[config.mk]
export PLATFORM = sky130hd
export DESIGN_NAME = bloco_operativo_flat
export DESIGN_NICKNAME = d
export VERILOG_FILES = /design/src/rtl/bloco_operativo_pkg.sv /design/src/rtl/bloco_operativo_if.sv /design/src/rtl/bloco_operativo_ula_mul_soma.sv /design/src/rtl/bloco_operativo.sv /design/src/flat_wrapper.sv
export SDC_FILE = /design/constraint.sdc
export NUM_CORES = 1
export LEC_CHECK = 0
export CAP_MARGIN = 0
export CELL_PAD_IN_SITES_DETAIL_PLACEMENT = 0
export CELL_PAD_IN_SITES_GLOBAL_PLACEMENT = 1
export CORE_MARGIN = 1
export CORE_UTILIZATION = 35
export CTS_CLUSTER_SIZE = 30
export DETAILED_ROUTE_END_ITERATION = 7
export PLACE_DENSITY_LB_ADDON = 0.1
export SLEW_MARGIN = 5
export SYNTH_ARGS = -nofsm -noshare
export SYNTH_HDL_FRONTEND = slang
export SYNTH_SLANG_ARGS = --single-unit
[constraint.sdc]
create_clock -name clk -period 10.7 [get_ports clk]
set_input_delay 1.07 -clock clk [delete_from_list [all_inputs] [get_ports clk]]
set_output_delay 1.07 -clock clk [all_outputs]
set_load 0.02 [all_outputs]
[src/rtl/bloco_operativo_pkg.sv]
// Shared constants for the bloco_operativo datapath and its control FSM.
// Holds the operand / S-write mux encodings and the ALU op encoding, so both
// blocks agree on what M0/M1/M2/H mean.
package bloco_operativo_pkg;

  // Operand A select (M0)
  typedef enum logic [1:0] {
    SEL_A_X    = 2'd0,
    SEL_A_H    = 2'd1,
    SEL_A_S    = 2'd2,
    SEL_A_COEF = 2'd3
  } sel_a_e;

  // Operand B select (M1)
  typedef enum logic [1:0] {
    SEL_B_COEF = 2'd0,
    SEL_B_X    = 2'd1,
    SEL_B_H    = 2'd2,
    SEL_B_S    = 2'd3
  } sel_b_e;

  // S write-data select (M2); codes 0 and 2 both route the ALU
  typedef enum logic [1:0] {
    SEL_S_ALU  = 2'd0,
    SEL_S_COEF = 2'd1,
    SEL_S_ALU2 = 2'd2,
    SEL_S_XIN  = 2'd3
  } sel_s_e;

  localparam logic OP_MUL = 1'b1;
  localparam logic OP_ADD = 1'b0;

  // True when the given M2 code writes the ALU result into S
  function automatic logic s_from_alu(input logic [1:0] m2);
    return (m2 == SEL_S_ALU) || (m2 == SEL_S_ALU2);
  endfunction

endpackage

[src/rtl/bloco_operativo_if.sv]
// Bundle between the control block (master) and the datapath (slave):
// operands/constants, mux selects, load enables, ALU op, pronto, and the
// result valid/ack handshake plus the overflow flag going back.
interface bloco_operativo_if #(parameter int W = 8);
  logic [W-1:0] x_in;
  logic [W-1:0] coef_a;
  logic [W-1:0] coef_b;
  logic [W-1:0] coef_c;
  logic [1:0]   M0;
  logic [1:0]   M1;
  logic [1:0]   M2;
  logic         LX;
  logic         LH;
  logic         LS;
  logic         H;
  logic         pronto;
  logic         res_ack;
  logic [W-1:0] resultado;
  logic         res_valid;
  logic         ovf;

  modport master (
    output x_in, coef_a, coef_b, coef_c, M0, M1, M2, LX, LH, LS, H, pronto, res_ack,
    input  resultado, res_valid, ovf
  );

  modport slave (
    input  x_in, coef_a, coef_b, coef_c, M0, M1, M2, LX, LH, LS, H, pronto, res_ack,
    output resultado, res_valid, ovf
  );
endinterface

[src/rtl/bloco_operativo_ula_mul_soma.sv]
// ula_mul_soma: combinational unsigned add/multiply shared by H and S.
//   a, b : operands (W bits)
//   op   : OP_MUL / OP_ADD
//   y    : low W bits of the result (wraps modulo 2^W)
//   ovf  : product upper half nonzero, or carry out of the sum
module ula_mul_soma
  import bloco_operativo_pkg::*;
#(
  parameter int W = 8
) (
  input  logic [W-1:0] a,
  input  logic [W-1:0] b,
  input  logic         op,
  output logic [W-1:0] y,
  output logic         ovf
);

  logic [2*W-1:0] prod;
  logic [W:0]     sum;

  assign prod = {{W{1'b0}}, a} * {{W{1'b0}}, b};
  assign sum  = {1'b0, a} + {1'b0, b};

  always_comb begin
    y   = sum[W-1:0];
    ovf = sum[W];
    if (op == OP_MUL) begin
      y   = prod[W-1:0];
      ovf = |prod[2*W-1:W];
    end
  end

endmodule

[src/rtl/bloco_operativo.sv]
// bloco_operativo: datapath stage sequenced by the external control FSM.
// Working registers X/H/S, one shared add/multiply unit, a sticky overflow
// flag and a result register handed downstream with valid/ack.
//   clk, rst : clock, synchronous active-high reset
//   bus      : slave side of bloco_operativo_if (controls in, result out)
module bloco_operativo
  import bloco_operativo_pkg::*;
#(
  parameter int W = 8
) (
  input  logic              clk,
  input  logic              rst,
  bloco_operativo_if.slave  bus
);

  logic [W-1:0] reg_x, reg_h, reg_s;
  logic [W-1:0] alu_a, alu_b, alu_y, s_wdata;
  logic         alu_ovf, ovf_set;
  logic [W-1:0] res_q;
  logic         valid_q, ovf_q;

  always_comb begin
    alu_a = reg_x;
    case (bus.M0)
      SEL_A_H:    alu_a = reg_h;
      SEL_A_S:    alu_a = reg_s;
      SEL_A_COEF: alu_a = bus.coef_a;
      default:    alu_a = reg_x;
    endcase
  end

  always_comb begin
    alu_b = bus.coef_c;
    case (bus.M1)
      SEL_B_X: alu_b = reg_x;
      SEL_B_H: alu_b = reg_h;
      SEL_B_S: alu_b = reg_s;
      default: alu_b = bus.coef_c;
    endcase
  end

  ula_mul_soma #(.W(W)) u_ula (
    .a   (alu_a),
    .b   (alu_b),
    .op  (bus.H),
    .y   (alu_y),
    .ovf (alu_ovf)
  );

  always_comb begin
    s_wdata = alu_y;
    case (bus.M2)
      SEL_S_COEF: s_wdata = bus.coef_b;
      SEL_S_XIN:  s_wdata = bus.x_in;
      default:    s_wdata = alu_y;
    endcase
  end

  // Only an ALU value actually being written can raise the flag
  assign ovf_set = alu_ovf && (bus.LH || (bus.LS && s_from_alu(bus.M2)));

  always_ff @(posedge clk) begin
    if (rst) begin
      reg_x <= '0;
      reg_h <= '0;
      reg_s <= '0;
      ovf_q <= 1'b0;
    end else begin
      if (bus.LX) reg_x <= bus.x_in;
      if (bus.LH) reg_h <= alu_y;
      if (bus.LS) reg_s <= s_wdata;
      // LX starts a new computation; a same-cycle overflow still wins
      if (ovf_set)     ovf_q <= 1'b1;
      else if (bus.LX) ovf_q <= 1'b0;
    end
  end

  // Capture is refused while an unacked result is pending (value dropped);
  // an ack in the capture cycle frees the slot for the new value.
  always_ff @(posedge clk) begin
    if (rst) begin
      res_q   <= '0;
      valid_q <= 1'b0;
    end else if (bus.pronto && (!valid_q || bus.res_ack)) begin
      res_q   <= reg_s;
      valid_q <= 1'b1;
    end else if (bus.res_ack) begin
      valid_q <= 1'b0;
    end
  end

  assign bus.resultado = res_q;
  assign bus.res_valid = valid_q;
  assign bus.ovf       = ovf_q;

endmodule

[src/flat_wrapper.sv]
// flat-port wrapper written by rule: the top's interface ports become plain ports
module bloco_operativo_flat import bloco_operativo_pkg::*;
#(
  parameter int W = 8
)
  (clk, rst, bus_x_in, bus_coef_a, bus_coef_b, bus_coef_c, bus_M0, bus_M1, bus_M2, bus_LX, bus_LH, bus_LS, bus_H, bus_pronto, bus_res_ack, bus_resultado, bus_res_valid, bus_ovf);
  bloco_operativo_if #(.W(W)) bus_i ();
  input  logic clk;
  input  logic rst;
  input wire logic [$bits(bus_i.x_in)-1:0] bus_x_in;
  input wire logic [$bits(bus_i.coef_a)-1:0] bus_coef_a;
  input wire logic [$bits(bus_i.coef_b)-1:0] bus_coef_b;
  input wire logic [$bits(bus_i.coef_c)-1:0] bus_coef_c;
  input wire logic [$bits(bus_i.M0)-1:0] bus_M0;
  input wire logic [$bits(bus_i.M1)-1:0] bus_M1;
  input wire logic [$bits(bus_i.M2)-1:0] bus_M2;
  input wire logic [$bits(bus_i.LX)-1:0] bus_LX;
  input wire logic [$bits(bus_i.LH)-1:0] bus_LH;
  input wire logic [$bits(bus_i.LS)-1:0] bus_LS;
  input wire logic [$bits(bus_i.H)-1:0] bus_H;
  input wire logic [$bits(bus_i.pronto)-1:0] bus_pronto;
  input wire logic [$bits(bus_i.res_ack)-1:0] bus_res_ack;
  output wire logic [$bits(bus_i.resultado)-1:0] bus_resultado;
  output wire logic [$bits(bus_i.res_valid)-1:0] bus_res_valid;
  output wire logic [$bits(bus_i.ovf)-1:0] bus_ovf;
  assign bus_i.x_in = bus_x_in;
  assign bus_i.coef_a = bus_coef_a;
  assign bus_i.coef_b = bus_coef_b;
  assign bus_i.coef_c = bus_coef_c;
  assign bus_i.M0 = bus_M0;
  assign bus_i.M1 = bus_M1;
  assign bus_i.M2 = bus_M2;
  assign bus_i.LX = bus_LX;
  assign bus_i.LH = bus_LH;
  assign bus_i.LS = bus_LS;
  assign bus_i.H = bus_H;
  assign bus_i.pronto = bus_pronto;
  assign bus_i.res_ack = bus_res_ack;
  assign bus_resultado = bus_i.resultado;
  assign bus_res_valid = bus_i.res_valid;
  assign bus_ovf = bus_i.ovf;
  bloco_operativo #(.W(W)) u_core (.clk(clk), .rst(rst), .bus(bus_i));
endmodule
* Word level (Yosys, flattened, before mapping) *
Cells that the tools add are included.

operators by class
  equal/unequal tests = 9
  multipliers = 1
  multiplexer cells = 9
  reductions and logical operators = 11
  add/sub/neg operators = 1

operators with widths
  kind                                                  count
  case mux 8 bit (3 select lines)                       2
  multiplier 8 x 8 -> 16 bit                            1
  case mux 8 bit (2 select lines)                       1
  equality test 2 bit (second input constant)           6
  adder 8 x 8 -> 9 bit                                  1
  2-to-1 mux 8 bit                                      1
  OR reduction 8 bit                                    1
  equality test 2 x 1 -> 1 bit (second input constant)  3
  2-to-1 mux 1 bit                                      5
  nonzero test 2 bit                                    2
  logical AND 1 bit                                     3
  logical OR 1 bit                                      3
  logical NOT 2 bit                                     1
  logical NOT 1 bit                                     1

storage, ports and cells
  output and inout bits = 10
  input port bits = 46
  word-level logic and storage cells = 37
  register bits = 34

* Logic depth before layout (Yosys ltp) *
Gate-level depths: netlist of run 1.

  depth after elaboration = 7
  mapped depth = 19
  depth with buffers taken out = 18

* Cells and area by module *
A second synthesis of run 1 with hierarchy kept.

second synthesis, totals
  cell total of the unflattened synthesis = 479
  area, all modules = 4430.5 µm²

modules (own cells, without submodules)
  module           instances  area an instance (µm²)  sequential area each (µm²)  cells an instance
  ula_mul_soma     1          2605.0                  0.0                         316
  bloco_operativo  1          1825.5                  680.7                       163

* Worst setup path after synthesis of run 1 *
Ideal clock, no wire load.

  path type = input -> register
  start point = input port bus_M0[1]
  end point = register u_core.ovf_q, in the netlist u_core.bus.ovf
  slack = 4.772 ns
  data arrival time = 5.795 ns
  stages = 17
  data required time = 10.566 ns
  cell sequence = buf_2 mux4_2 ha_1 fa_1 inv_1 fa_1 fa_1 fa_1 inv_1 ha_1 or2b_1 o22ai_1 or3_1 nor3_1 o211ai_1 nor4_1 a221oi_1

between the ends
  cells in the longest elaborated chain, start to end = 7
  elaborated cells on any way between the ends = 11
  classes of those cells = add/sub: 1; mul: 1; eq/ne: 3; mux: 3; reduce/logical: 3

ends and longest elaborated chain
  element                                                              line                                text
  start: declaration                                                   flat_wrapper.sv:14                  input wire logic [$bits(bus_i.M0)-1:0] bus_M0;
  equality test 2 bit or equality test 2 x 1 -> 1 bit (tied branches)  bloco_operativo.sv:24               case (bus.M0)
  case mux 8 bit (3 select lines) (*)                                  bloco_operativo.sv:24
  multiplier 8 x 8 -> 16 bit                                           bloco_operativo_ula_mul_soma.sv:21  assign prod = {{W{1'b0}}, a} * {{W{1'b0}}, b};
  OR reduction 8 bit                                                   bloco_operativo_ula_mul_soma.sv:29  ovf = |prod[2*W-1:W];
  2-to-1 mux 1 bit (*)                                                 bloco_operativo_ula_mul_soma.sv:27  if (op == OP_MUL) begin
  logical AND 1 bit (*)                                                bloco_operativo.sv:60               assign ovf_set = alu_ovf && (bus.LH || (bus.LS && s_from_alu(bus.M2)));
  2-to-1 mux 1 bit or nonzero test 2 bit (tied branches)               --
  end signal: assignment                                               bloco_operativo.sv:67               ovf_q <= 1'b0;
  end signal: assignment                                               bloco_operativo.sv:73               if (ovf_set) ovf_q <= 1'b1;
  end signal: assignment                                               bloco_operativo.sv:74               else if (bus.LX) ovf_q <= 1'b0;
  end: declaration                                                     bloco_operativo.sv:20               logic valid_q, ovf_q;

Mark *: on every way between the ends. The rest lies on a longest branch, timed or not.
A chain may end at the register's enable or synchronous reset.

* Worst setup path after layout of run 1 *
Ends and elaborated chain as after synthesis.

==> results of run 1 <==
## synthesized netlist by cell type, types with 2 or more instances
master     n  area (um2)
inv_1     64         240
ha_1      44         551
nor2_1    40         150
fa_1      37         741
and2_1    34         213
dfxtp_1   34         681
nand2_1   34         128
mux2i_1   33         330
a21oi_1   16        80.1
mux4_2    16         360
o21ai_0   15        75.1
nand2b_1  10        62.6
clkbuf_1   9        33.8
a211oi_1   7        52.6
nor3_1     7        35.0
o211ai_1   5        37.5
nor2b_1    4        25.0
o21a_1     4        30.0
xor2_1     4        35.0
a21o_1     3        22.5
a311oi_1   3        26.3
buf_2      3        15.0
xnor2_1    3        26.3
a21boi_0   2        15.0
a31oi_1    2        12.5
nor3b_1    2        15.0
o21ai_1    2        10.0
o22ai_1    2        12.5
or3_1      2        12.5
## cells by family (layout without fill, tap and decap cells)
logic type	Yosys count	after routing	share of synthesized area
adders and majority gates	81	81	0.308
AOI/OAI and AO/OA	72	72	0.113
DFF	34	34	0.162
muxes	50	50	0.168
buffers and inverters	78	128	0.0726
xor gates and xnor gates	7	7	0.0146
and+or+nand+nor	138	138	0.161
## power breakdown
part | switching, mW | internal, mW | total [mW]
Clock | 0.0564 | 0.140 | 0.196
Combinational | 0.152 | 0.121 | 0.273
Sequential | 0.00857 | 0.137 | 0.145
Total | 0.217 | 0.398 | 0.614
## registers in the layout, indices dropped and copies added, names as in the netlist
| register | cells |
|---|---|
| u_core.bus.ovf | 1 |
| u_core.bus.res_valid | 1 |
| u_core.bus.resultado | 8 |
| u_core.reg_h | 8 |
| u_core.reg_s | 8 |
| u_core.reg_x | 8 |
## layout make-up
cell class	instances	area, um2
Clock inverter	2	60.1
Inverter	64	240
Tap cell	143	179
Multi-Input combinational cell	348	3200
Sequential cell	34	681
Clock buffer	6	139
Fill cell	1164	6500
Timing Repair Buffer	56	558
## worst max-delay path, cell delays in order
cell	delay [ps]
clkdlybuf4s50_1	800
mux4_2	670
ha_1	320
fa_1	550
inv_1	50
fa_1	460
fa_1	510
fa_1	540
inv_1	40
ha_1	340
or2b_1	190
o22ai_1	80
or3_1	340
nor3_1	190
o211ai_1	120
nor4_1	330
a221oi_1	120
## worst min path at each step
stage / from / end / slack (ps) / cells after the start
6_report: u_core.bus.resultado[4] / u_core.bus.resultado[4] / 500 / 2
4_1_cts: u_core.reg_h[5] / u_core.reg_h[5] / 500 / 2
3_3_place_gp: u_core.reg_h[2] / u_core.reg_h[2] / 480 / 2
3_5_place_dp: u_core.bus.resultado[3] / u_core.bus.resultado[3] / 490 / 2
2_1_floorplan: u_core.reg_h[7] / u_core.reg_h[7] / 470 / 1
5_1_grt: u_core.reg_h[5] / u_core.reg_h[5] / 520 / 2
## layer usage
layer / global-route usage / wire [um] / vias up
met2: 0.317 / 5230 / 67
met4: 0.0450 / 127 / 0
met1: 0.262 / 5550 / 1703
met5: 0 / 0 / -
met3: 0.0185 / 280 / 9
li1: - / - / 1662
## metrics by stage
step / cells / utilization
after global placement: 645 / 0.420
after global routing: 653 / 0.438
after CTS: 653 / 0.438
after detailed placement: 645 / 0.420
after floorplan: 460 / -
final: 653 / 0.438
==> run_results.csv, run 1 <==
group,metric,value,unit
routing,vias_per_cell,5.27,
routing,drc,0,
critical_path,r2r-start,"u_core.reg_s[4]",
finish,final_nets,636,
global_route,gr-total-overflow,0,
sta,fin_skew,4.06,ps
routing,vias,3441,
critical_path,setup.worst_path.end,"u_core.bus.ovf",
place,place_worst_setup_slack,3780,ps
global_route,track_usage,0.189,
critical_path,reg2reg_to,"u_core.bus.ovf",
routing,routedWlPerCell,17.1,um
logic_synthesis,synth_warnings,0,
pwr,power_density,121,nW/um2
clock_network,cts_setup_buffers,0,
run,cap_viol_max_count,0,
global_route,grt_pass1_wl,18500,um
sta,hold_ws,505,ps
finish,area.growth.synth_to_final,20.8,%
sta,slew_violations,0,
finish,final_area,5060,um2
hold_path,hold_path_class,"reg -> reg",
logic_synthesis,synth.avg_cell_area,9.11,um2
clock_network,root_buffer,"clkbuf_16",
floorplan,die-width,111,um
routing,finalWirelength,11200,um
logic_synthesis,synth.ff_latch_count,34,
finish,drive_gt1_frac,0.0569,
routing,drtIter0Drc,146,
clock_network,htreeDepth,2,
logic_synthesis,syn_nets,587,
sta,max_slew_margin,0.552,
place,place.gp.congestion,0.815,
floorplan,core,11600,um2
critical_path,cp_max_fo,8,
sta,grt_setup_unrepaired,"no",
critical_path,critPathLaunch,"bus_M0[1]",
clock_network,hold_buffers,0,
place,io_buffers,55,
clock_network,clock_latency,280,ps
clock_network,cts_buffers,5,
floorplan,io_pins,56,
finish,n_antenna_cell,0,
routing,drt_pre_antenna_iters,4,
logic_synthesis,async_flop_share,0,
floorplan,initial_core_util,0.362,
finish,final_common_cell,"inv_1",
clock_network,clk_path_buf_depth,2,
sta,fin_setup_tns,0,ps
global_route,grt_pass1_vias,3541,
pwr,p_leak,2.30,nW
logic_synthesis,ys_seq_area_frac,0.162,
critical_path,start_kind,"input pin",
place,place_area,4860,um2
global_route,antenna_found_initial,0,
place,dpl.hpwl,9250,um
sta,clock.fmax,152,MHz
clock_network,clock_sinks,34,
logic_synthesis,synthDistinctLibCells,48,
global_route,grt_start_max_net_pins,36,
sta,tightestPinTransition,670,ps
clock_network,clk_pin_slew,60,ps
critical_path,cp.required,10850,ps
critical_path,ff2ff_path_depth,16,
sta,fin_crit_sh,0.615,
status,outcome,"finished clean",
finish,layout_common_cells,"64 x inv_1, 55 x clkdlybuf4s50_1, 44 x ha_1",
floorplan,fp.dieH,111,um
critical_path,reg2reg_slack,5480,ps
floorplan,die_area,12400,um2
critical_path,path_class,"in -> reg",
critical_path,cp.arrival,6730,ps
logic_synthesis,yosys_most_used_dff,"dfxtp_1",
clock_network,cts_tree,"built",
sta,layout_setup_ws,4120,ps
clock_network,cts-resized-gates,0,
pwr,finalPower,0.614,mW
pwr,peakVddDrop,0.0000776,V
logic_synthesis,synthCells,460,
floorplan,rows,39,
routing,ant_nets,0,
logic_synthesis,synth_edf_count,0,
sta,setup_viol_count_final,0,
logic_synthesis,syn_area,4190,um2
sta,period_minus_slack,6580,ps
critical_path,crit_path_end_kind,"flip-flop",
sta,hold_viol,0,
Note: power is estimated with default switching activity, not from simulation.
==> run 2: changes to the inputs <==
==> constraint.sdc (replaced) <==
create_clock -name clk -period 6.3 [get_ports clk]
set_input_delay 0.63 -clock clk [delete_from_list [all_inputs] [get_ports clk]]
set_output_delay 0.63 -clock clk [all_outputs]
set_load 0.02 [all_outputs]
==> run_results.csv, run 2 (same netlist as run 1, synthesis figures left out) <==
group,metric,value,unit
run,cap_viol_max_count,0,
global_route,track_usage,0.193,
critical_path,path_cells,"clkdlybuf4s50_1, buf_4, mux4_2, buf_4, ha_1, fa_1, inv_1, fa_1, inv_1, fa_1, ha_1, ha_1, a21o_1, a21oi_1, nor2_1, a211oi_1, o211ai_1, nor4_1, a221oi_1",
status,outcome,"finished clean",
critical_path,crit_path_end_kind,"flip-flop",
routing,routedWlPerCell,16.8,um
clock_network,clock_sinks,34,
floorplan,die_area,12400,um2
pwr,pwr-share-comb,0.447,
floorplan,rows,39,
critical_path,cp.arrival,6150,ps
floorplan,die-width,111,um
finish,final_nets,650,
routing,drc,0,
routing,drt_pre_antenna_iters,4,
finish,final_common_cell,"inv_1",
pwr,p_sw,0.375,mW
critical_path,slowest_delay,600,ps
sta,tightestPinTransition,665,ps
pwr,clockPowerShare,0.317,
pwr,p_leak,2.36,nW
sta,grt_setup_unrepaired,"no",
pwr,switching_share,0.358,
critical_path,critPathSlowestCell,"clkdlybuf4s50_1",
finish,drive_gt1_frac,0.0821,
sta,clock.fmax,167,MHz
finish,n_antenna_cell,0,
global_route,grt_pass1_wl,18800,um
place,place.gp.congestion,0.780,
critical_path,cp_max_fo,7,
routing,ant_nets,0,
pwr,p_int,0.672,mW
clock_network,root_buffer,"clkbuf_16",
finish,fin_cells,667,
floorplan,core,11600,um2
finish,layout_common_cells,"64 x inv_1, 55 x clkdlybuf4s50_1, 44 x ha_1",
place,dp.cells,659,
clock_network,cts_setup_buffers,0,
clock_network,clock_latency,290,ps
place,io_buffers,55,
hold_path,hold_path_class,"reg -> reg",
clock_network,cts_buffers,5,
place,dpl.hpwl,9340,um
sta,slew_violations,0,
sta,setup_viol_count_final,0,
pwr,power_density,203,nW/um2
sta,hold_viol,0,
routing,vias,3468,
critical_path,cp.required,6450,ps
critical_path,start_kind,"input pin",
finish,area.growth.synth_to_final,23.2,%
sta,fin_skew,6.76,ps
global_route,gr-total-overflow,0,
routing,drtIter0Drc,115,
clock_network,clk_pin_slew,60,ps
critical_path,path_class,"in -> reg",
sta,fin_crit_sh,0.953,
finish,fillers,1147,
clock_network,htreeDepth,2,
clock_network,cts_tree,"built",
routing,vias_per_cell,5.20,
pwr,peakVddDrop,0.000136,V
sta,layout_setup_ws,299,ps
sta,period_minus_slack,6000,ps
global_route,grt_start_max_net_pins,36,
pwr,seqPwrFrac,0.236,
clock_network,cts-resized-gates,0,
global_route,grt_pass1_vias,3637,
place,place_worst_setup_slack,36.7,ps
routing,finalWirelength,11200,um
clock_network,hold_buffers,0,
floorplan,io_pins,56,
sta,fin_setup_tns,0,ps
clock_network,clk_path_buf_depth,2,
sta,max_slew_margin,0.555,
floorplan,fp.dieH,111,um
floorplan,initial_core_util,0.362,
global_route,antenna_found_initial,0,
## run 2: cell count changes in the layout (fill, tap and decap cells not counted)
cell / change
clkinv_4: +1
clkbuf_8: -1
buf_4: +14
## run 2: stage by stage
stage | cell area, um2 | utilization | hold slack (ps) | total power, mW
finish | 5160 | 0.446 | 501 | 1.05
global route | 5160 | 0.446 | 536 | 1.13
CTS | 5160 | 0.446 | 502 | 1.06
detailed placement | 4970 | 0.430 | 495 | 0.720
global placement | 4970 | 0.430 | 483 | 0.719
floorplan | 4190 | - | 465 | 0.577
## run 2: final cells by class
type	instances	area [um2]	area share
tap	143	179	0.0347
sequential	34	681	0.132
clock inverter	3	68.8	0.0133
timing repair buffer	70	663	0.128
inverter	64	240	0.0465
clock buffer	5	125	0.0242
multi-input combinational	348	3200	0.621
## run 2: power groups by stage
| stage | registers (mW) | logic (mW) | clock network, mW |
|---|---|---|---|
| 3_3_place_gp | 0.251 | 0.468 | 0 |
| 3_5_place_dp | 0.252 | 0.468 | 0 |
| 6_report | 0.248 | 0.468 | 0.332 |
| 4_1_cts | 0.247 | 0.472 | 0.338 |
| 2_1_floorplan | 0.250 | 0.327 | 0 |
| 5_1_grt | 0.250 | 0.536 | 0.345 |
## run 2: layer usage
layer	vias to the layer above	share of wire	GRT usage	wire, um
li1	1692	-	-	-
met1	1699	0.48	0.268	5420
met2	71	0.47	0.324	5250
met3	6	0.042	0.0223	473
met4	0	0.0076	0.0423	85
met5	-	0	0	0
## run 2: path summary, 6_finish.rpt
check	from	endpoint	slack, ps	cells after the start
hold reg to reg	u_core.reg_h[5]	u_core.reg_h[5]	500	2
setup reg to reg	u_core.reg_s[7]	u_core.bus.ovf	1060	16
hold / removal	u_core.reg_h[5]	u_core.reg_h[5]	500	2
setup / recovery	bus_M0[1]	u_core.bus.ovf	300	19
## run 2: worst max-delay path, delay by kind of cell
kind / cells / cell delay [ps]
and+or+nand+nor: 2 / 460
AOI/OAI and AO/OA: 5 / 950
buffers and inverters: 5 / 1090
muxes: 1 / 560
adders and majority gates: 6 / 2470
==> run 3: changes to the inputs <==
==> constraint.sdc (replaced) <==
create_clock -name clk -period 6.3 [get_ports clk]
set_input_delay 1.26 -clock clk [delete_from_list [all_inputs] [get_ports clk]]
set_output_delay 1.26 -clock clk [all_outputs]
set_load 0.02 [all_outputs]
==> run_results.csv, run 3 (same netlist as run 1, synthesis figures left out) <==
group,metric,value,unit
sta,clock.fmax,170,MHz
finish,n_antenna_cell,0,
routing,vias,3649,
place,dpl.hpwl,9890,um
global_route,antenna_found_initial,0,
finish,layout_common_cells,"64 x inv_1, 51 x clkdlybuf4s50_1, 47 x buf_4",
clock_network,clock_latency,280,ps
finish,drive_gt1_frac,0.159,
sta,grt_setup_unrepaired,"no",
run,cap_viol_max_count,0,
routing,ant_nets,0,
floorplan,die_area,12400,um2
status,outcome,"finished clean",
critical_path,start_kind,"input pin",
clock_network,clock_sinks,34,
floorplan,io_pins,56,
place,io_buffers,55,
floorplan,fp.dieH,111,um
critical_path,crit_path_end_kind,"flip-flop",
sta,period_minus_slack,5870,ps
routing,vias_per_cell,5.19,
sta,setup_viol_count_final,0,
clock_network,htreeDepth,2,
finish,final_common_cell,"inv_1",
floorplan,rows,39,
floorplan,initial_core_util,0.362,
place,place.gp.congestion,0.826,
critical_path,cp.arrival,6020,ps
global_route,track_usage,0.201,
sta,max_slew_margin,0.538,
global_route,grt_start_max_net_pins,36,
critical_path,cp_max_fo,5,
clock_network,root_buffer,"clkbuf_16",
pwr,p_leak,2.60,nW
hold_path,hold_path_class,"reg -> reg",
finish,area.growth.synth_to_final,32.0,%
place,dp.cells,693,
global_route,grt_pass1_vias,3762,
pwr,power_density,203,nW/um2
sta,fin_crit_sh,0.932,
pwr,peakVddDrop,0.000179,V
clock_network,cts_tree,"built",
finish,final_nets,686,
clock_network,cts_buffers,5,
place,place_worst_setup_slack,-392,ps
routing,routedWlPerCell,17.0,um
clock_network,clk_pin_slew,60,ps
routing,finalWirelength,11900,um
global_route,gr-total-overflow,0,
sta,hold_viol,0,
pwr,finalPower,1.12,mW
sta,layout_setup_ws,428,ps
finish,fin_cells,703,
floorplan,die-width,111,um
floorplan,core,11600,um2
sta,fin_skew,3.73,ps
clock_network,clk_path_buf_depth,2,
global_route,grt_pass1_wl,19400,um
critical_path,cp.required,6450,ps
routing,drt_pre_antenna_iters,6,
routing,drtIter0Drc,165,
critical_path,path_class,"in -> reg",
sta,slew_violations,0,
sta,tightestPinTransition,691,ps
routing,drc,0,
==> run 3: changes by cell type in the layout (fill, tap and decap cells not counted), moves of 2 or more <==
cell / delta
fa_2: +2
o21ai_0: -2
clkdlybuf4s50_1: -4
ha_1: -2
fa_1: -2
buf_4: +32
buf_6: +2
dlymetal6s2s_1: +4
a21oi_1: -2
buf_12: +2
==> run 3: worst max-delay path, stage by stage <==
cell	delay (ps)
clkdlybuf4s50_1	410
mux4_2	570
buf_4	180
nand2_1	70
fa_1	440
fa_1	520
fa_1	550
inv_1	50
fa_1	470
ha_1	340
buf_4	150
a21oi_1	130
o221ai_1	160
nor3_2	170
o211ai_1	120
nor4_2	310
a221oi_1	110
==> run 3: stage by stage <==
stage | hold WS [ps] | instance area (um2) | utilization | setup TNS, ps
floorplan | 465 | 4190 | - | 0
finish | 496 | 5530 | 0.478 | 0
global placement | 483 | 5250 | 0.454 | -383
CTS | 504 | 5450 | 0.471 | 0
detailed placement | 488 | 5250 | 0.454 | -526
global route | 538 | 5530 | 0.478 | 0
==> run 3: worst paths after layout <==
path / start / end / slack [ps] / cells after the start
setup / recovery: bus_coef_a[3] / u_core.bus.ovf / 430 / 17
setup reg to reg: u_core.reg_s[2] / u_core.bus.ovf / 1470 / 17
hold / removal: u_core.bus.resultado[2] / u_core.bus.resultado[2] / 500 / 2
hold reg to reg: u_core.bus.resultado[2] / u_core.bus.resultado[2] / 500 / 2
==> run 3: repair_timing <==
| action | in CTS | in global routing |
|---|---|---|
| buffers inserted | 0 | 2 |
| hold buffers | 0 | 0 |
| gates cloned | 0 | 0 |
| pin swaps | 1 | 9 |
| resized for setup | 2 | 17 |
| endpoints found under the setup margin | 1 | 2 |
==> run 3: per-layer routing <==
metal | wire length [um] | GRT usage | vias to the layer above
met5 | 0 | 0 | -
met4 | 168 | 0.0541 | 0
met3 | 367 | 0.0267 | 14
met2 | 5770 | 0.340 | 66
met1 | 5620 | 0.269 | 1802
li1 | - | - | 1767
==> run 3: area by class of cell <==
type	count	area, um2
clock buffers	5	125
clock inverters	3	68.8
fillers	1134	6030
inverters	64	240
multi-input cells	348	3260
flip-flops and latches	34	681
well taps	143	179
repair buffers	106	976
==> run 3: where the power goes <==
group / internal [mW] / switching (mW)
combinational: 0.265 / 0.279
sequential: 0.232 / 0.0153
clock: 0.227 / 0.102
